### src/rtl/arb_pkg.sv
// Shared definitions for the round-robin arbiter slice.
package arb_pkg;

    localparam int unsigned NREQ = 4;

    typedef enum logic {
        ST_IDLE  = 1'b0,
        ST_GRANT = 1'b1
    } state_t;

endpackage

### src/rtl/onehot_dec2x4.sv
// 2-to-4 one-hot decoder with a gating enable on every output.
module onehot_dec2x4 (
    input  logic [1:0] sel,
    input  logic       en,
    output logic [3:0] y
);

    assign y[0] = en & ~sel[1] & ~sel[0];
    assign y[1] = en & ~sel[1] &  sel[0];
    assign y[2] = en &  sel[1] & ~sel[0];
    assign y[3] = en &  sel[1] &  sel[0];

endmodule

### src/rtl/arb4_rr_ctrl.sv
// Four-requester round-robin arbiter with a per-grant hold limit.
module arb4_rr_ctrl
    import arb_pkg::*;
#(
    parameter int unsigned MAX_HOLD = 8
) (
    input  logic       clk,
    input  logic       rst,
    input  logic [3:0] req,
    output logic [3:0] gnt,
    output logic [1:0] gnt_id,
    output logic       gnt_valid,
    output logic       expired
);

    localparam int unsigned CW = $clog2(MAX_HOLD);
    localparam logic [CW-1:0] CNT_LAST = CW'(MAX_HOLD - 1);

    state_t        state, state_d;
    logic [1:0]    ptr, ptr_d;
    logic [1:0]    id_d;
    logic [CW-1:0] hold_cnt, cnt_d;
    logic          exp_d;

    // First asserted request scanning ptr, ptr+1, ptr+2, ptr+3 (mod 4).
    function automatic logic [1:0] rr_pick(input logic [3:0] r, input logic [1:0] p);
        logic [1:0] idx;
        logic [1:0] pick;
        logic       found;
        pick  = p;
        found = 1'b0;
        for (int unsigned k = 0; k < NREQ; k++) begin
            idx = p + 2'(k);
            if (!found && r[idx]) begin
                pick  = idx;
                found = 1'b1;
            end
        end
        return pick;
    endfunction

    // State and datapath registers; reset drops any grant immediately.
    always_ff @(posedge clk or posedge rst) begin
        if (rst) begin
            state    <= ST_IDLE;
            ptr      <= '0;
            gnt_id   <= '0;
            hold_cnt <= '0;
            expired  <= 1'b0;
        end else begin
            state    <= state_d;
            ptr      <= ptr_d;
            gnt_id   <= id_d;
            hold_cnt <= cnt_d;
            expired  <= exp_d;
        end
    end

    // Next-state: pick in IDLE, then hold until drop (wins) or hold limit.
    always_comb begin
        state_d = state;
        ptr_d   = ptr;
        id_d    = gnt_id;
        cnt_d   = hold_cnt;
        exp_d   = 1'b0;
        case (state)
            ST_IDLE: begin
                if (|req) begin
                    id_d    = rr_pick(req, ptr);
                    cnt_d   = '0;
                    state_d = ST_GRANT;
                end
            end
            ST_GRANT: begin
                if (!req[gnt_id]) begin
                    state_d = ST_IDLE;
                    ptr_d   = gnt_id + 2'd1;
                end else if (hold_cnt == CNT_LAST) begin
                    state_d = ST_IDLE;
                    ptr_d   = gnt_id + 2'd1;
                    exp_d   = 1'b1;
                end else begin
                    cnt_d = hold_cnt + CW'(1);
                end
            end
            default: state_d = ST_IDLE;
        endcase
    end

    assign gnt_valid = (state == ST_GRANT);

    onehot_dec2x4 u_dec (
        .sel (gnt_id),
        .en  (gnt_valid),
        .y   (gnt)
    );

endmodule

### config.mk
export PLATFORM = sky130hd
export DESIGN_NAME = arb4_rr_ctrl
export DESIGN_NICKNAME = d
export VERILOG_FILES = /design/src/rtl/arb_pkg.sv /design/src/rtl/onehot_dec2x4.sv /design/src/rtl/arb4_rr_ctrl.sv
export SDC_FILE = /design/constraint.sdc
export NUM_CORES = 1
export LEC_CHECK = 0
export CAP_MARGIN = 20
export CORE_MARGIN = 5
export CORE_UTILIZATION = 40
export DETAILED_ROUTE_END_ITERATION = 12
export PLACE_DENSITY = 0.66
export SETUP_SLACK_MARGIN = 0.15
export SYNTH_ARGS = -nofsm -noshare
export SYNTH_HDL_FRONTEND = slang
export SYNTH_SLANG_ARGS = --single-unit
### constraint.sdc
create_clock -name clk -period 2.4 [get_ports clk]
set_input_delay 0.36 -clock clk [delete_from_list [all_inputs] [get_ports clk]]
set_output_delay 0.36 -clock clk [all_outputs]
set_load 0.005 [all_outputs]
==> flow_metrics.tcl <==
set metrics [dict create \
    status "completed" \
    avgRoutedWirePerCell_um 12.36 \
    synth_flop_cell "dfrtp_1" \
    area_delta_synth_final_pct 25.91 \
    h-tree-depth 1 \
    wl_um 1199 \
    rows 14 \
    path_class "flip-flop to output pin" \
    post-route-min-period_ns 1.973 \
    cts_root_buf "clkbuf_4" \
    seq_power_share 0.353 \
    rsz0062_at_grt "no" \
    vias 499 \
    tightest_slew_ns 0.4707 \
    fin_setup_tns_ns 0 \
    worst-r2r-cell-count 5 \
    post_cts_buffers 0 \
    drt-met1-wl_um 577 \
    clk_latency_ns 0.26 \
    clkPwrFrac 0.131 \
    synth_common_cells "9 x dfrtp_1, 9 x inv_1, 7 x nand2_1" \
    crit_fanout 8 \
    numCtsBuffers 3 \
    grtUsageTotal 0.1157 \
    switching_share 0.3954 \
    period_share 0.8221 \
    dr_wl_met2_um 530 \
    drive_above_1_share 0.1111 \
    drv_slew 0 \
    core_sq_mm 0.001489 \
    synth_edf_count 0 \
    die-area_sq_mm 0.002431 \
    hpwl_um 932.6 \
    clock_skew_ns 0.008128 \
    max_freq_mhz 506.8 \
    syn-num-nets 74 \
    ios 14 \
    p_per_area_mw_per_mm2 1146 \
    drc 0 \
    start_util 0.4151 \
    clock_sinks 9 \
    synth_area_leader_cell "dfrtp_1" \
    holdWs_ns 0.3530 \
    setup_violations 0 \
    cts_tree "yes" \
    rrSetupSlack_ns 0.91 \
    p_int_mw 0.5393 \
    critical_path.endpoint "gnt[0]" \
    highest_layer "met4" \
    preCtsSetupSlack_ns 0.5257 \
    combPwrFrac 0.517 \
    cap_violations 0 \
    synth_top_area_frac 0.3644 \
    vias_per_cell 5.144 \
    diodes 0 \
    cpMaxStageDelayCell "clkdlybuf4s50_1" \
    syn_avg_cell_area_sq_um 9.365 \
    clockBufferDepth 2 \
    finish.utilization 0.5227 \
    final_cell_area_sq_um 778.2 \
    ctsResizeCount 0 \
    yosysSeqAreaShare 0.3644 \
    yosysWarnings 0 \
    ant_nets 0 \
    required_ns 2.04 \
    grt_remaining_overflow 0 \
    drt_iter0_drc 24 \
    synth.distinct_cells 24 \
    nets 90 \
    synthesis.area_sq_um 618.1 \
    cp_data_arrival_time_ns 1.61 \
    fin_ws_ns 0.4269 \
    port_buffers 13 \
    timing.rr.end "hold_cnt[0]" \
    grt_pass1_vias 466 \
    synth_top_cells_by_area "dfrtp_1 36%, mux2i_1 6.5%, inv_1 5.5%, mux2i_2 4.5%, o41ai_4 4.5%" \
    final_hold_viol_count 0 \
    place_area_sq_um 752.0 \
    hold_path_class "input pin to asynchronous set/reset pin" \
    antenna_found_initial 0 \
    grt_pass1_wl_um 2173 \
    crit_start "gnt_id[0]" \
    gp_congestion 0.7941 \
    ir_drop_mv 0.6622 \
    switching_power_mw 0.3527 \
    path_cells "nand2b_1 > nor2_1 > clkdlybuf4s50_1" \
    synthCells 66 \
    cp-start-kind "flip-flop" \
    postCtsHoldBufs 0 \
    die_x_um 49.31 \
    clk_pin_slew_ns 0.06 \
    p_leak_nw 0.3730 \
    die_y_um 49.31 \
    rr_startpoint "hold_cnt[0]" \
    wl_met3_um 80 \
    first_pass_iters 4 \
    slew-limit-headroom 0.6852 \
    ys_ff_latch 9 \
    grt_max_degree 10 \
    end_kind "output pin" \
    cp_slowest_stage_delay_ns 0.52 \
    async_reset_ff_frac 1.000 \
]
-- stage by stage --
step / total power [mW] / instances
after global routing: 0.9840 / 97
final: 0.8921 / 97
after global placement: 0.7816 / 93
after floorplan: 0.6236 / 66
after detailed placement: 0.7847 / 93
after CTS: 0.9072 / 97
-- worst max-delay path: cells and delay by family, from the launching register on --
kind	cells	cell delay (ns)
buf+inv	1	0.52
flops	1	0.48
simple gates	2	0.37
-- power by group through the flow --
stage	clock network [mW]	registers (mW)	logic (mW)
after floorplan	0	0.289	0.335
after global placement	0	0.317	0.465
after detailed placement	0	0.317	0.467
after CTS	0.123	0.315	0.469
after global routing	0.134	0.332	0.518
final	0.117	0.315	0.461
-- flip-flops by register name, summed over array words and instances (netlist names) --
name	cells
hold_cnt	3
gnt_id	2
ptr	2
expired	1
gnt_valid	1
-- logic make-up (layout without fill, tap and decap cells) --
kind of cell             Yosys count  count (layout)  share of synthesized area
AO/OA/AOI/OAI                     16              16                     0.2267
adder cells (fa/ha/maj)            2               2                    0.04048
buffers and inverters             11              26                    0.08096
flip-flops                         9               9                     0.3644
multiplexers                       6               6                     0.1093
AND/OR/NAND/NOR                   22              22                     0.1781
-- how the worst min path moves through the flow --
stage	start	end	cells after the start
after floorplan	rst	expired	1
after global placement	hold_cnt[0]	hold_cnt[0]	1
after detailed placement	hold_cnt[0]	hold_cnt[0]	1
after CTS	rst	expired	2
after global routing	rst	expired	2
final	rst	expired	2
-- routing by layer --
| layer | global-route usage | up-vias |
|---|---|---|
| li1 | - | 261 |
| met1 | 0.1635 | 224 |
| met2 | 0.1481 | 12 |
| met3 | 0.05810 | 2 |
| met4 | 0.04036 | 0 |
| met5 | 0 | - |
-- cell type report --
type,instances,area [sq um]
repair buffers,13,130.1
inverters,9,33.78
fillers,131,710.7
multi-input cells,46,342.8
flip-flops and latches,9,225.2
clock buffers,4,26.28
well taps,16,20.02
-- cell usage in the layout, fill, tap and decap left out --
cell and count:
clkdlybuf4s50_1 13, inv_1 9, dfrtp_1 9, nand2_1 7, nor2_1 6, mux2i_1 4
and3_1 4, a21oi_1 3, clkbuf_4 3, mux2i_2 2, nand2b_1 2, a221oi_1 2
a22oi_1 2, o31ai_1 2, o21ai_0 2, ha_1 2, o41ai_4 1, nor2_2 1
nor3_2 1, a31oi_4 1, o22ai_1 1, o21ai_1 1, o21a_1 1, or2b_1 1
clkbuf_1 1
No activity file was read; power rests on OpenSTA's default activity.
